File: config.mk
export PLATFORM = sky130hd
export DESIGN_NAME = pipeline_ctrl_regs_flat
export DESIGN_NICKNAME = d
export VERILOG_FILES = /design/src/rtl/pipeline_ctrl_regs_if.sv /design/src/rtl/pipeline_ctrl_regs.sv /design/src/flat_wrapper.sv
export SDC_FILE = /design/constraint.sdc
export NUM_CORES = 1
export LEC_CHECK = 0
export ABC_AREA = 1
export BUFFER_PORTS_ARGS = -buffer_cell sky130_fd_sc_hd__buf_4
export CORE_MARGIN = 2
export CORE_UTILIZATION = 25
export CTS_BUF_LIST = sky130_fd_sc_hd__clkbuf_16
export DETAILED_ROUTE_END_ITERATION = 12
export SKIP_LAST_GASP = 1
export SLEW_MARGIN = 20
export SYNTH_ARGS = -nofsm -noshare
export SYNTH_HDL_FRONTEND = slang
export SYNTH_SLANG_ARGS = --single-unit
File: constraint.sdc
create_clock -name clock -period 2.9 [get_ports clock]
set_clock_uncertainty 0.2 [all_clocks]
set_input_delay 0.145 -clock clock [delete_from_list [all_inputs] [get_ports clock]]
set_output_delay 0.145 -clock clock [all_outputs]
set_load 0.01 [all_outputs]
File: src/rtl/pipeline_ctrl_regs_if.sv
`default_nettype none
// ============================================================================
// Module   : pipeline_ctrl_regs_if
// Brief    : Decode-side inputs and D/E/M stage control outputs of the
//            pipeline control register block.
// Revision : 1.0 - initial release
// ============================================================================
interface pipeline_ctrl_regs_if;
  logic       w_stall;
  logic       w_flush;
  logic       w_valid;
  logic       w_alu_op;
  logic       w_shift_op;
  logic       w_imm_op;
  logic       w_jump_op;
  logic       w_mem_op;
  logic       w_write_op;
  logic [4:0] w_rs_addr_5;
  logic [4:0] w_rt_addr_5;
  logic [4:0] w_rd_addr_5;

  logic       w_dvalid;
  logic       w_dalu_op;
  logic       w_dimm_op;
  logic       w_dshift_op;
  logic       w_dmem_op;
  logic       w_djump_op;
  logic       w_dwrite_op;
  logic [4:0] w_drs_addr_5;
  logic [4:0] w_drt_addr_5;
  logic [4:0] w_drd_addr_5;

  logic       w_evalid;
  logic       w_ealu_op;
  logic       w_eimm_op;
  logic       w_eshift_op;
  logic       w_emem_op;
  logic       w_ejump_op;
  logic       w_ewrite_op;
  logic [4:0] w_ers_addr_5;
  logic [4:0] w_ert_addr_5;
  logic [4:0] w_erd_addr_5;

  logic       w_mvalid;
  logic       w_malu_op;
  logic       w_mimm_op;
  logic       w_mshift_op;
  logic       w_mmem_op;
  logic       w_mwrite_op;
  logic [4:0] w_wb_regfile_addr_5;
  logic       w_wb_we;

  logic        w_hold_fetch;
  logic [15:0] w_stall_count_16;
  logic [15:0] w_retire_count_16;

  modport master (
    output w_stall, w_flush, w_valid, w_alu_op, w_shift_op, w_imm_op,
           w_jump_op, w_mem_op, w_write_op, w_rs_addr_5, w_rt_addr_5, w_rd_addr_5,
    input  w_dvalid, w_dalu_op, w_dimm_op, w_dshift_op, w_dmem_op, w_djump_op,
           w_dwrite_op, w_drs_addr_5, w_drt_addr_5, w_drd_addr_5,
           w_evalid, w_ealu_op, w_eimm_op, w_eshift_op, w_emem_op, w_ejump_op,
           w_ewrite_op, w_ers_addr_5, w_ert_addr_5, w_erd_addr_5,
           w_mvalid, w_malu_op, w_mimm_op, w_mshift_op, w_mmem_op, w_mwrite_op,
           w_wb_regfile_addr_5, w_wb_we, w_hold_fetch, w_stall_count_16,
           w_retire_count_16
  );

  modport slave (
    input  w_stall, w_flush, w_valid, w_alu_op, w_shift_op, w_imm_op,
           w_jump_op, w_mem_op, w_write_op, w_rs_addr_5, w_rt_addr_5, w_rd_addr_5,
    output w_dvalid, w_dalu_op, w_dimm_op, w_dshift_op, w_dmem_op, w_djump_op,
           w_dwrite_op, w_drs_addr_5, w_drt_addr_5, w_drd_addr_5,
           w_evalid, w_ealu_op, w_eimm_op, w_eshift_op, w_emem_op, w_ejump_op,
           w_ewrite_op, w_ers_addr_5, w_ert_addr_5, w_erd_addr_5,
           w_mvalid, w_malu_op, w_mimm_op, w_mshift_op, w_mmem_op, w_mwrite_op,
           w_wb_regfile_addr_5, w_wb_we, w_hold_fetch, w_stall_count_16,
           w_retire_count_16
  );
endinterface
`default_nettype wire

File: src/rtl/pipeline_ctrl_regs.sv
`default_nettype none
// ============================================================================
// Module   : pipeline_ctrl_regs
// Brief    : D/E/M control pipeline registers with stall/flush bubbling,
//            writeback destination select and saturating perf counters.
// Revision : 1.0 - initial release
// ============================================================================
module pipeline_ctrl_regs (
  input  wire logic           clock,
  input  wire logic           reset_n,
  pipeline_ctrl_regs_if.slave bus
);

  typedef struct packed {
    logic       valid;
    logic       alu;
    logic       imm;
    logic       shift;
    logic       mem;
    logic       jump;
    logic       write;
    logic [4:0] rs;
    logic [4:0] rt;
    logic [4:0] rd;
  } stage_t;

  localparam logic [15:0] C_CNT_MAX = 16'hFFFF;

  stage_t      w_dec;
  stage_t      r_d;
  stage_t      r_e;
  logic        w_bubble;
  logic        w_hold;
  logic [4:0]  w_dest;
  logic        w_wb_we_next;
  logic        r_mvalid;
  logic        r_malu;
  logic        r_mimm;
  logic        r_mshift;
  logic        r_mmem;
  logic        r_mwrite;
  logic [4:0]  r_wb_addr;
  logic        r_wb_we;
  logic [15:0] r_stall_cnt;
  logic [15:0] r_retire_cnt;

  assign w_bubble = bus.w_stall | bus.w_flush | ~bus.w_valid;
  assign w_hold   = bus.w_stall & ~bus.w_flush;

  always_comb begin
    w_dec = '0;
    if (!w_bubble) begin
      w_dec.valid = 1'b1;
      w_dec.alu   = bus.w_alu_op;
      w_dec.imm   = bus.w_imm_op;
      w_dec.shift = bus.w_shift_op;
      w_dec.mem   = bus.w_mem_op;
      w_dec.jump  = bus.w_jump_op;
      w_dec.write = bus.w_write_op;
      w_dec.rs    = bus.w_rs_addr_5;
      w_dec.rt    = bus.w_rt_addr_5;
      w_dec.rd    = bus.w_rd_addr_5;
    end
  end

  // R-type and shifts write rd; immediate ALU ops and loads write rt.
  always_comb begin
    w_dest = 5'd0;
    if (r_e.alu && (!r_e.imm || r_e.shift)) begin
      w_dest = r_e.rd;
    end else if ((r_e.alu && r_e.imm && !r_e.shift) || (r_e.mem && !r_e.write)) begin
      w_dest = r_e.rt;
    end
  end

  assign w_wb_we_next = r_e.valid & (r_e.alu | (r_e.mem & ~r_e.write)) & (w_dest != 5'd0);

  always_ff @(posedge clock) begin
    if (!reset_n) begin
      r_d          <= '0;
      r_e          <= '0;
      r_mvalid     <= 1'b0;
      r_malu       <= 1'b0;
      r_mimm       <= 1'b0;
      r_mshift     <= 1'b0;
      r_mmem       <= 1'b0;
      r_mwrite     <= 1'b0;
      r_wb_addr    <= 5'd0;
      r_wb_we      <= 1'b0;
      r_stall_cnt  <= 16'd0;
      r_retire_cnt <= 16'd0;
    end else begin
      r_d       <= w_dec;
      r_e       <= r_d;
      r_mvalid  <= r_e.valid;
      r_malu    <= r_e.alu;
      r_mimm    <= r_e.imm;
      r_mshift  <= r_e.shift;
      r_mmem    <= r_e.mem;
      r_mwrite  <= r_e.write;
      r_wb_addr <= w_dest;
      r_wb_we   <= w_wb_we_next;
      if (w_hold && (r_stall_cnt != C_CNT_MAX)) begin
        r_stall_cnt <= r_stall_cnt + 16'd1;
      end
      // Counted as the instruction lands in M, so the count includes the one on display.
      if (r_e.valid && (r_retire_cnt != C_CNT_MAX)) begin
        r_retire_cnt <= r_retire_cnt + 16'd1;
      end
    end
  end

  assign bus.w_dvalid     = r_d.valid;
  assign bus.w_dalu_op    = r_d.alu;
  assign bus.w_dimm_op    = r_d.imm;
  assign bus.w_dshift_op  = r_d.shift;
  assign bus.w_dmem_op    = r_d.mem;
  assign bus.w_djump_op   = r_d.jump;
  assign bus.w_dwrite_op  = r_d.write;
  assign bus.w_drs_addr_5 = r_d.rs;
  assign bus.w_drt_addr_5 = r_d.rt;
  assign bus.w_drd_addr_5 = r_d.rd;

  assign bus.w_evalid     = r_e.valid;
  assign bus.w_ealu_op    = r_e.alu;
  assign bus.w_eimm_op    = r_e.imm;
  assign bus.w_eshift_op  = r_e.shift;
  assign bus.w_emem_op    = r_e.mem;
  assign bus.w_ejump_op   = r_e.jump;
  assign bus.w_ewrite_op  = r_e.write;
  assign bus.w_ers_addr_5 = r_e.rs;
  assign bus.w_ert_addr_5 = r_e.rt;
  assign bus.w_erd_addr_5 = r_e.rd;

  assign bus.w_mvalid            = r_mvalid;
  assign bus.w_malu_op           = r_malu;
  assign bus.w_mimm_op           = r_mimm;
  assign bus.w_mshift_op         = r_mshift;
  assign bus.w_mmem_op           = r_mmem;
  assign bus.w_mwrite_op         = r_mwrite;
  assign bus.w_wb_regfile_addr_5 = r_wb_addr;
  assign bus.w_wb_we             = r_wb_we;

  assign bus.w_hold_fetch      = w_hold;
  assign bus.w_stall_count_16  = r_stall_cnt;
  assign bus.w_retire_count_16 = r_retire_cnt;

endmodule
`default_nettype wire
File: src/flat_wrapper.sv
// flat-port wrapper written by rule: the top's interface ports become plain ports
module pipeline_ctrl_regs_flat 
  (clock, reset_n, bus_w_stall, bus_w_flush, bus_w_valid, bus_w_alu_op, bus_w_shift_op, bus_w_imm_op, bus_w_jump_op, bus_w_mem_op, bus_w_write_op, bus_w_rs_addr_5, bus_w_rt_addr_5, bus_w_rd_addr_5, bus_w_dvalid, bus_w_dalu_op, bus_w_dimm_op, bus_w_dshift_op, bus_w_dmem_op, bus_w_djump_op, bus_w_dwrite_op, bus_w_drs_addr_5, bus_w_drt_addr_5, bus_w_drd_addr_5, bus_w_evalid, bus_w_ealu_op, bus_w_eimm_op, bus_w_eshift_op, bus_w_emem_op, bus_w_ejump_op, bus_w_ewrite_op, bus_w_ers_addr_5, bus_w_ert_addr_5, bus_w_erd_addr_5, bus_w_mvalid, bus_w_malu_op, bus_w_mimm_op, bus_w_mshift_op, bus_w_mmem_op, bus_w_mwrite_op, bus_w_wb_regfile_addr_5, bus_w_wb_we, bus_w_hold_fetch, bus_w_stall_count_16, bus_w_retire_count_16);
  pipeline_ctrl_regs_if bus_i ();
  input  wire logic clock;
  input  wire logic reset_n;
  input wire logic [$bits(bus_i.w_stall)-1:0] bus_w_stall;
  input wire logic [$bits(bus_i.w_flush)-1:0] bus_w_flush;
  input wire logic [$bits(bus_i.w_valid)-1:0] bus_w_valid;
  input wire logic [$bits(bus_i.w_alu_op)-1:0] bus_w_alu_op;
  input wire logic [$bits(bus_i.w_shift_op)-1:0] bus_w_shift_op;
  input wire logic [$bits(bus_i.w_imm_op)-1:0] bus_w_imm_op;
  input wire logic [$bits(bus_i.w_jump_op)-1:0] bus_w_jump_op;
  input wire logic [$bits(bus_i.w_mem_op)-1:0] bus_w_mem_op;
  input wire logic [$bits(bus_i.w_write_op)-1:0] bus_w_write_op;
  input wire logic [$bits(bus_i.w_rs_addr_5)-1:0] bus_w_rs_addr_5;
  input wire logic [$bits(bus_i.w_rt_addr_5)-1:0] bus_w_rt_addr_5;
  input wire logic [$bits(bus_i.w_rd_addr_5)-1:0] bus_w_rd_addr_5;
  output wire logic [$bits(bus_i.w_dvalid)-1:0] bus_w_dvalid;
  output wire logic [$bits(bus_i.w_dalu_op)-1:0] bus_w_dalu_op;
  output wire logic [$bits(bus_i.w_dimm_op)-1:0] bus_w_dimm_op;
  output wire logic [$bits(bus_i.w_dshift_op)-1:0] bus_w_dshift_op;
  output wire logic [$bits(bus_i.w_dmem_op)-1:0] bus_w_dmem_op;
  output wire logic [$bits(bus_i.w_djump_op)-1:0] bus_w_djump_op;
  output wire logic [$bits(bus_i.w_dwrite_op)-1:0] bus_w_dwrite_op;
  output wire logic [$bits(bus_i.w_drs_addr_5)-1:0] bus_w_drs_addr_5;
  output wire logic [$bits(bus_i.w_drt_addr_5)-1:0] bus_w_drt_addr_5;
  output wire logic [$bits(bus_i.w_drd_addr_5)-1:0] bus_w_drd_addr_5;
  output wire logic [$bits(bus_i.w_evalid)-1:0] bus_w_evalid;
  output wire logic [$bits(bus_i.w_ealu_op)-1:0] bus_w_ealu_op;
  output wire logic [$bits(bus_i.w_eimm_op)-1:0] bus_w_eimm_op;
  output wire logic [$bits(bus_i.w_eshift_op)-1:0] bus_w_eshift_op;
  output wire logic [$bits(bus_i.w_emem_op)-1:0] bus_w_emem_op;
  output wire logic [$bits(bus_i.w_ejump_op)-1:0] bus_w_ejump_op;
  output wire logic [$bits(bus_i.w_ewrite_op)-1:0] bus_w_ewrite_op;
  output wire logic [$bits(bus_i.w_ers_addr_5)-1:0] bus_w_ers_addr_5;
  output wire logic [$bits(bus_i.w_ert_addr_5)-1:0] bus_w_ert_addr_5;
  output wire logic [$bits(bus_i.w_erd_addr_5)-1:0] bus_w_erd_addr_5;
  output wire logic [$bits(bus_i.w_mvalid)-1:0] bus_w_mvalid;
  output wire logic [$bits(bus_i.w_malu_op)-1:0] bus_w_malu_op;
  output wire logic [$bits(bus_i.w_mimm_op)-1:0] bus_w_mimm_op;
  output wire logic [$bits(bus_i.w_mshift_op)-1:0] bus_w_mshift_op;
  output wire logic [$bits(bus_i.w_mmem_op)-1:0] bus_w_mmem_op;
  output wire logic [$bits(bus_i.w_mwrite_op)-1:0] bus_w_mwrite_op;
  output wire logic [$bits(bus_i.w_wb_regfile_addr_5)-1:0] bus_w_wb_regfile_addr_5;
  output wire logic [$bits(bus_i.w_wb_we)-1:0] bus_w_wb_we;
  output wire logic [$bits(bus_i.w_hold_fetch)-1:0] bus_w_hold_fetch;
  output wire logic [$bits(bus_i.w_stall_count_16)-1:0] bus_w_stall_count_16;
  output wire logic [$bits(bus_i.w_retire_count_16)-1:0] bus_w_retire_count_16;
  assign bus_i.w_stall = bus_w_stall;
  assign bus_i.w_flush = bus_w_flush;
  assign bus_i.w_valid = bus_w_valid;
  assign bus_i.w_alu_op = bus_w_alu_op;
  assign bus_i.w_shift_op = bus_w_shift_op;
  assign bus_i.w_imm_op = bus_w_imm_op;
  assign bus_i.w_jump_op = bus_w_jump_op;
  assign bus_i.w_mem_op = bus_w_mem_op;
  assign bus_i.w_write_op = bus_w_write_op;
  assign bus_i.w_rs_addr_5 = bus_w_rs_addr_5;
  assign bus_i.w_rt_addr_5 = bus_w_rt_addr_5;
  assign bus_i.w_rd_addr_5 = bus_w_rd_addr_5;
  assign bus_w_dvalid = bus_i.w_dvalid;
  assign bus_w_dalu_op = bus_i.w_dalu_op;
  assign bus_w_dimm_op = bus_i.w_dimm_op;
  assign bus_w_dshift_op = bus_i.w_dshift_op;
  assign bus_w_dmem_op = bus_i.w_dmem_op;
  assign bus_w_djump_op = bus_i.w_djump_op;
  assign bus_w_dwrite_op = bus_i.w_dwrite_op;
  assign bus_w_drs_addr_5 = bus_i.w_drs_addr_5;
  assign bus_w_drt_addr_5 = bus_i.w_drt_addr_5;
  assign bus_w_drd_addr_5 = bus_i.w_drd_addr_5;
  assign bus_w_evalid = bus_i.w_evalid;
  assign bus_w_ealu_op = bus_i.w_ealu_op;
  assign bus_w_eimm_op = bus_i.w_eimm_op;
  assign bus_w_eshift_op = bus_i.w_eshift_op;
  assign bus_w_emem_op = bus_i.w_emem_op;
  assign bus_w_ejump_op = bus_i.w_ejump_op;
  assign bus_w_ewrite_op = bus_i.w_ewrite_op;
  assign bus_w_ers_addr_5 = bus_i.w_ers_addr_5;
  assign bus_w_ert_addr_5 = bus_i.w_ert_addr_5;
  assign bus_w_erd_addr_5 = bus_i.w_erd_addr_5;
  assign bus_w_mvalid = bus_i.w_mvalid;
  assign bus_w_malu_op = bus_i.w_malu_op;
  assign bus_w_mimm_op = bus_i.w_mimm_op;
  assign bus_w_mshift_op = bus_i.w_mshift_op;
  assign bus_w_mmem_op = bus_i.w_mmem_op;
  assign bus_w_mwrite_op = bus_i.w_mwrite_op;
  assign bus_w_wb_regfile_addr_5 = bus_i.w_wb_regfile_addr_5;
  assign bus_w_wb_we = bus_i.w_wb_we;
  assign bus_w_hold_fetch = bus_i.w_hold_fetch;
  assign bus_w_stall_count_16 = bus_i.w_stall_count_16;
  assign bus_w_retire_count_16 = bus_i.w_retire_count_16;
  pipeline_ctrl_regs u_core (.clock(clock), .reset_n(reset_n), .bus(bus_i));
endmodule
Word-level counts from Yosys, hierarchy flattened. Cells that the tools add are included.

Register bits after elaboration: 88. Input port bits: 26. Output and inout bits: 89. Word-level logic and storage cells: 61.

Add/sub/neg operators: 2. Equal/unequal tests: 2. Mux-type cells: 3. Bitwise logic cells: 11. Reduce and logical (&&, ||, !) cells: 13.

Operators with widths (number): 16-bit by 1-bit adder with 16-bit output (second input constant) (2); 16-bit inequality test (second input constant) (2); 22-bit two-way mux (1); 5-bit two-way mux (2); 1-bit logical AND (6); 5-bit nonzero test (1); 1-bit AND (4); 1-bit inverter (4); 1-bit logical NOT (3); 1-bit bitwise OR (3); 1-bit logical OR (2); 2-bit OR reduction (1).

Longest topological paths before layout.
Word-level depth: 7. Gate-level depth with buffers: 9. Gate-level depth less buffers: 9.

Least setup slack after synthesis. OpenSTA, ideal clock, no wires.

Kind: register to register. Start point: register u_core.r_stall_cnt[0] (netlist: u_core.bus.w_stall_count_16[0]). End point: register u_core.r_stall_cnt[11] (netlist: u_core.bus.w_stall_count_16[11]). Library setup time: 0.132 ns. Arrival: 1.397 ns. Required time: 2.568 ns. Path slack: 1.171 ns. Cell stages (with the launch flop): 10. Path buffers: 1. Period minus slack after synthesis: 1.729 ns. Path through: dfxtp_1 ha_1 nand2_1 nor2_1 nand2_1 nor2_1 nor2_4 buf_6 nand2_1 a21oi_1.

Word-level cells in the longest chain between the ends: 2. Elaborated cells on any way between the ends: 3. Those cells by class: add/sub (1); eq/ne (1); reduce/logical (1).

Ends and longest elaborated chain: from (decl) (RTL line pipeline_ctrl_regs.sv:44) `logic [15:0] r_stall_cnt;`; from (signal assigned) (RTL line pipeline_ctrl_regs.sv:104) `r_stall_cnt <= r_stall_cnt + 16'd1;`; branches (longest 2 deep; another with 16-bit by 1-bit adder with 16-bit output).

Parallel ways; which one is timed is not known. A chain may end at the register's enable or synchronous reset.

Final worst setup path.
Start point: register u_core.r_stall_cnt[0] (netlist: u_core.bus.w_stall_count_16[0]). End point: register u_core.r_stall_cnt[4] (netlist: u_core.bus.w_stall_count_16[4]).

Same word-level chain as after synthesis.

==> results.py <==
metrics = {
    "synth": {
        "synth_top_cell_by_area": "dfxtp_1",
        "synth_seq_area_share": 0.500,
        "synth_area_leaders": "dfxtp_1 50%, nand2_1 14%, inv_1 8.7%",
        "syn_inst": 484,
        "syn_area_um2": 3530,
        "ys_seq_elements": 88,
        "ys_warn_count": 0,
        "yosysTopAreaCellShare": 0.500,
        "synth.avg_cell_area_um2": 7.28,
        "synth_cell_types": 25,
        "syn-num-nets": 512,
    },
    "setup_path": {
        "r2r-start": "u_core.bus.w_stall_count_16[0]",
        "cp-end-kind": "register",
        "reg2reg_to": "u_core.bus.w_stall_count_16[4]",
        "reg2regPathDepth": 7,
        "crit_path_start_kind": "register",
        "worst_ep_arrival_time_ps": 1950,
        "path_max_fanout": 11,
        "critPathKind": "reg2reg",
        "r2r_slack_ps": 1020,
        "critPathRequiredTime_ps": 2970,
    },
    "floorplanning": {
        "fp.dieH_um": 123,
        "core_area_um2": 13800,
        "initial_core_util": 0.255,
        "ios": 115,
        "die-area_um2": 15100,
        "die_x_um": 123,
        "num_rows": 43,
    },
    "power_and_ir_drop": {
        "p_clk_frac": 0.465,
        "leakage_nw": 2.50,
        "seq_power_share": 0.484,
        "power.internal_mw": 1.96,
        "netSwitchingFraction": 0.227,
        "ir_worst_vdd_uv": 359,
        "p_sw_mw": 0.576,
        "p_per_area_nw_per_um2": 499,
        "comb_power_share": 0.052,
    },
    "clock_tree": {
        "cts_root_buf": "clkbuf_16",
        "htree_levels": 3,
        "cts.path.max_buffers": 2,
        "post-cts-setup-buffer-count": 0,
        "cts_tree": "done",
        "cts_made_buffers": 9,
        "cts_sinks": 88,
        "clk_latency_ps": 340,
        "cts_resized": 0,
        "clkTransAtPathRegs_ps": 60,
    },
    "cells_and_area": {
        "stdcell_area_um2": 5090,
        "nFillCells": 1444,
        "area.growth.synth_to_final_pct": 44.4,
        "final_nets": 651,
        "antenna_cells": 0,
        "drive_above_1_share": 0.229,
        "utilization": 0.368,
    },
    "sta": {
        "fin_setup_tns_ps": 0,
        "fin_crit_sh": 0.647,
        "whs_ps": 32.0,
        "drv_slew": 0,
        "rsz0062_at_grt": "no",
        "hold_viol": 0,
        "maxSlewHeadroom": 0.564,
        "fin_crit_ps": 1880,
        "max_freq_ghz": 0.533,
        "setup_viol": 0,
        "worstMarginPinSlew_ps": 653,
    },
    "drt": {
        "wl_per_cell_um": 11.0,
        "drt_iter0_markers": 192,
        "drt_first_pass_iters": 4,
        "finalWirelength_um": 8900,
        "vias": 3274,
        "viasPerCell": 4.05,
        "drc_errors": 0,
        "detail-route-antenna-nets": 0,
    },
    "global_routing": {
        "grt_max_degree": 41,
        "grt_pass1_vias": 2937,
        "gr-usage-all-layers": 0.124,
        "grt_antenna_before_repair": 0,
        "grt_first_pass_wirelength_um": 14300,
        "overflow": 0,
    },
    "worst_hold_path": {
        "hold_end": "u_core.bus.w_ejump_op",
        "hold_start": "reset_n",
        "min_path_type": "in2reg",
        "hold_depth": 3,
    },
    "flow_run": {
        "drv_cap": 0,
    },
    "outcome": {
        "outcome": "finished, final reports clean",
    },
    "placement": {
        "placed_cell_area_um2": 4550,
        "gp_congestion": 0.734,
        "hpwl_um": 6350,
        "port_buffers": 114,
    },
}
-- cell usage after synthesis --
cell      instances
a21oi_1          25
buf_1             2
buf_6             3
clkbuf_1          6
clkinv_1          1
dfxtp_1          88
ha_1              2
inv_1            82
nand2_1         135
nand2_2           3
nand3_1          23
nand3b_1          4
nand4_1           9
nor2_1           68
nor2_2            7
nor2_4            2
nor3_1            3
nor3b_1           1
o211ai_1          2
o21ai_0           3
o21ai_2           1
o21ai_4           1
o21bai_1          1
xnor2_1           4
xor2_1            8
-- cell families after synthesis --
family,share of synthesized area
buf+inv,0.106
xor+xnor,0.0298
flops,0.500
simple gates,0.304
fa+ha+maj,0.00710
compound gates,0.0532
-- repair_timing --
item | CTS | global route
hold endpoints to repair | 23 | 0
hold buffers | 24 | 0
setup endpoints to repair | 0 | 0
-- per-layer routing --
layer / global-route usage / routed length, um / share of wire
met5: 0 / 0 / 0
met4: 0.0453 / 125 / 0.014
met3: 0.0641 / 757 / 0.085
met2: 0.189 / 4110 / 0.46
met1: 0.149 / 3900 / 0.44
-- metrics by stage --
step,setup WS [ps],power [mW],instances
global placement,1050,1.36,768
detailed placement,1030,1.36,768
floorplan,1170,1.30,484
finish,1020,2.54,808
global route,800,2.66,808
CTS,1010,2.58,808
-- layout by cell type (no fill, tap or decap), types with 7 or more instances in the layout --
cell type | Yosys | final
inv_1 | 82 | 82
nand4_1 | 9 | 9
a21oi_1 | 25 | 25
nand2_1 | 135 | 135
clkbuf_16 | 0 | 9
nor2_2 | 7 | 7
nor2_1 | 68 | 68
dlygate4sd3_1 | 0 | 24
dfxtp_1 | 88 | 88
nand3_1 | 23 | 23
buf_4 | 0 | 115
xor2_1 | 8 | 8
-- how the worst max path moves through the flow --
stage                                           end  depth (start not counted)                           start  slack (ps)
floorplan           u_core.bus.w_stall_count_16[11]                          9  u_core.bus.w_stall_count_16[0]        1170
global placement    u_core.bus.w_stall_count_16[14]                          7  u_core.bus.w_stall_count_16[0]        1050
detailed placement   u_core.bus.w_stall_count_16[9]                          7  u_core.bus.w_stall_count_16[0]        1030
CTS                 u_core.bus.w_stall_count_16[14]                          7  u_core.bus.w_stall_count_16[0]        1010
global route         u_core.bus.w_stall_count_16[6]                          7  u_core.bus.w_stall_count_16[0]         800
finish               u_core.bus.w_stall_count_16[4]                          7  u_core.bus.w_stall_count_16[0]        1020
-- power groups by stage --
stage	Sequential, mW	Combinational [mW]	Clock (mW)
2_1_floorplan	1.26	0.0452	0
3_3_place_gp	1.26	0.106	0
3_5_place_dp	1.26	0.106	0
4_1_cts	1.23	0.132	1.22
5_1_grt	1.23	0.144	1.29
6_report	1.23	0.131	1.18
-- final cells by class --
type | instances | area (um^2) | area share
clock inverter | 7 | 76.3 | 0.0150
sequential | 88 | 1760 | 0.346
tap | 180 | 225 | 0.0442
inverter | 83 | 312 | 0.0612
clock buffer | 9 | 225 | 0.0442
multi-input combinational | 302 | 1390 | 0.273
timing repair buffer | 139 | 1100 | 0.217
-- worst max-delay path: stages, from the launching register on --
cell     delay (ps)
dfxtp_1         410
ha_1            230
nand2_1          60
nor2_1          120
nand2_1         110
o21ai_2         430
nand2_1         100
a21oi_1         150
-- sequential cells by signal, indices dropped and copies added, names as in the netlist, 5 cells and up --
signal and flops:
u_core.bus.w_retire_count_16 16, u_core.bus.w_stall_count_16 16, u_core.bus.w_drd_addr_5 5, u_core.bus.w_drs_addr_5 5, u_core.bus.w_drt_addr_5 5, u_core.bus.w_erd_addr_5 5
u_core.bus.w_ers_addr_5 5, u_core.bus.w_ert_addr_5 5, u_core.bus.w_wb_regfile_addr_5 5
No activity file was read; power rests on OpenSTA's default activity.
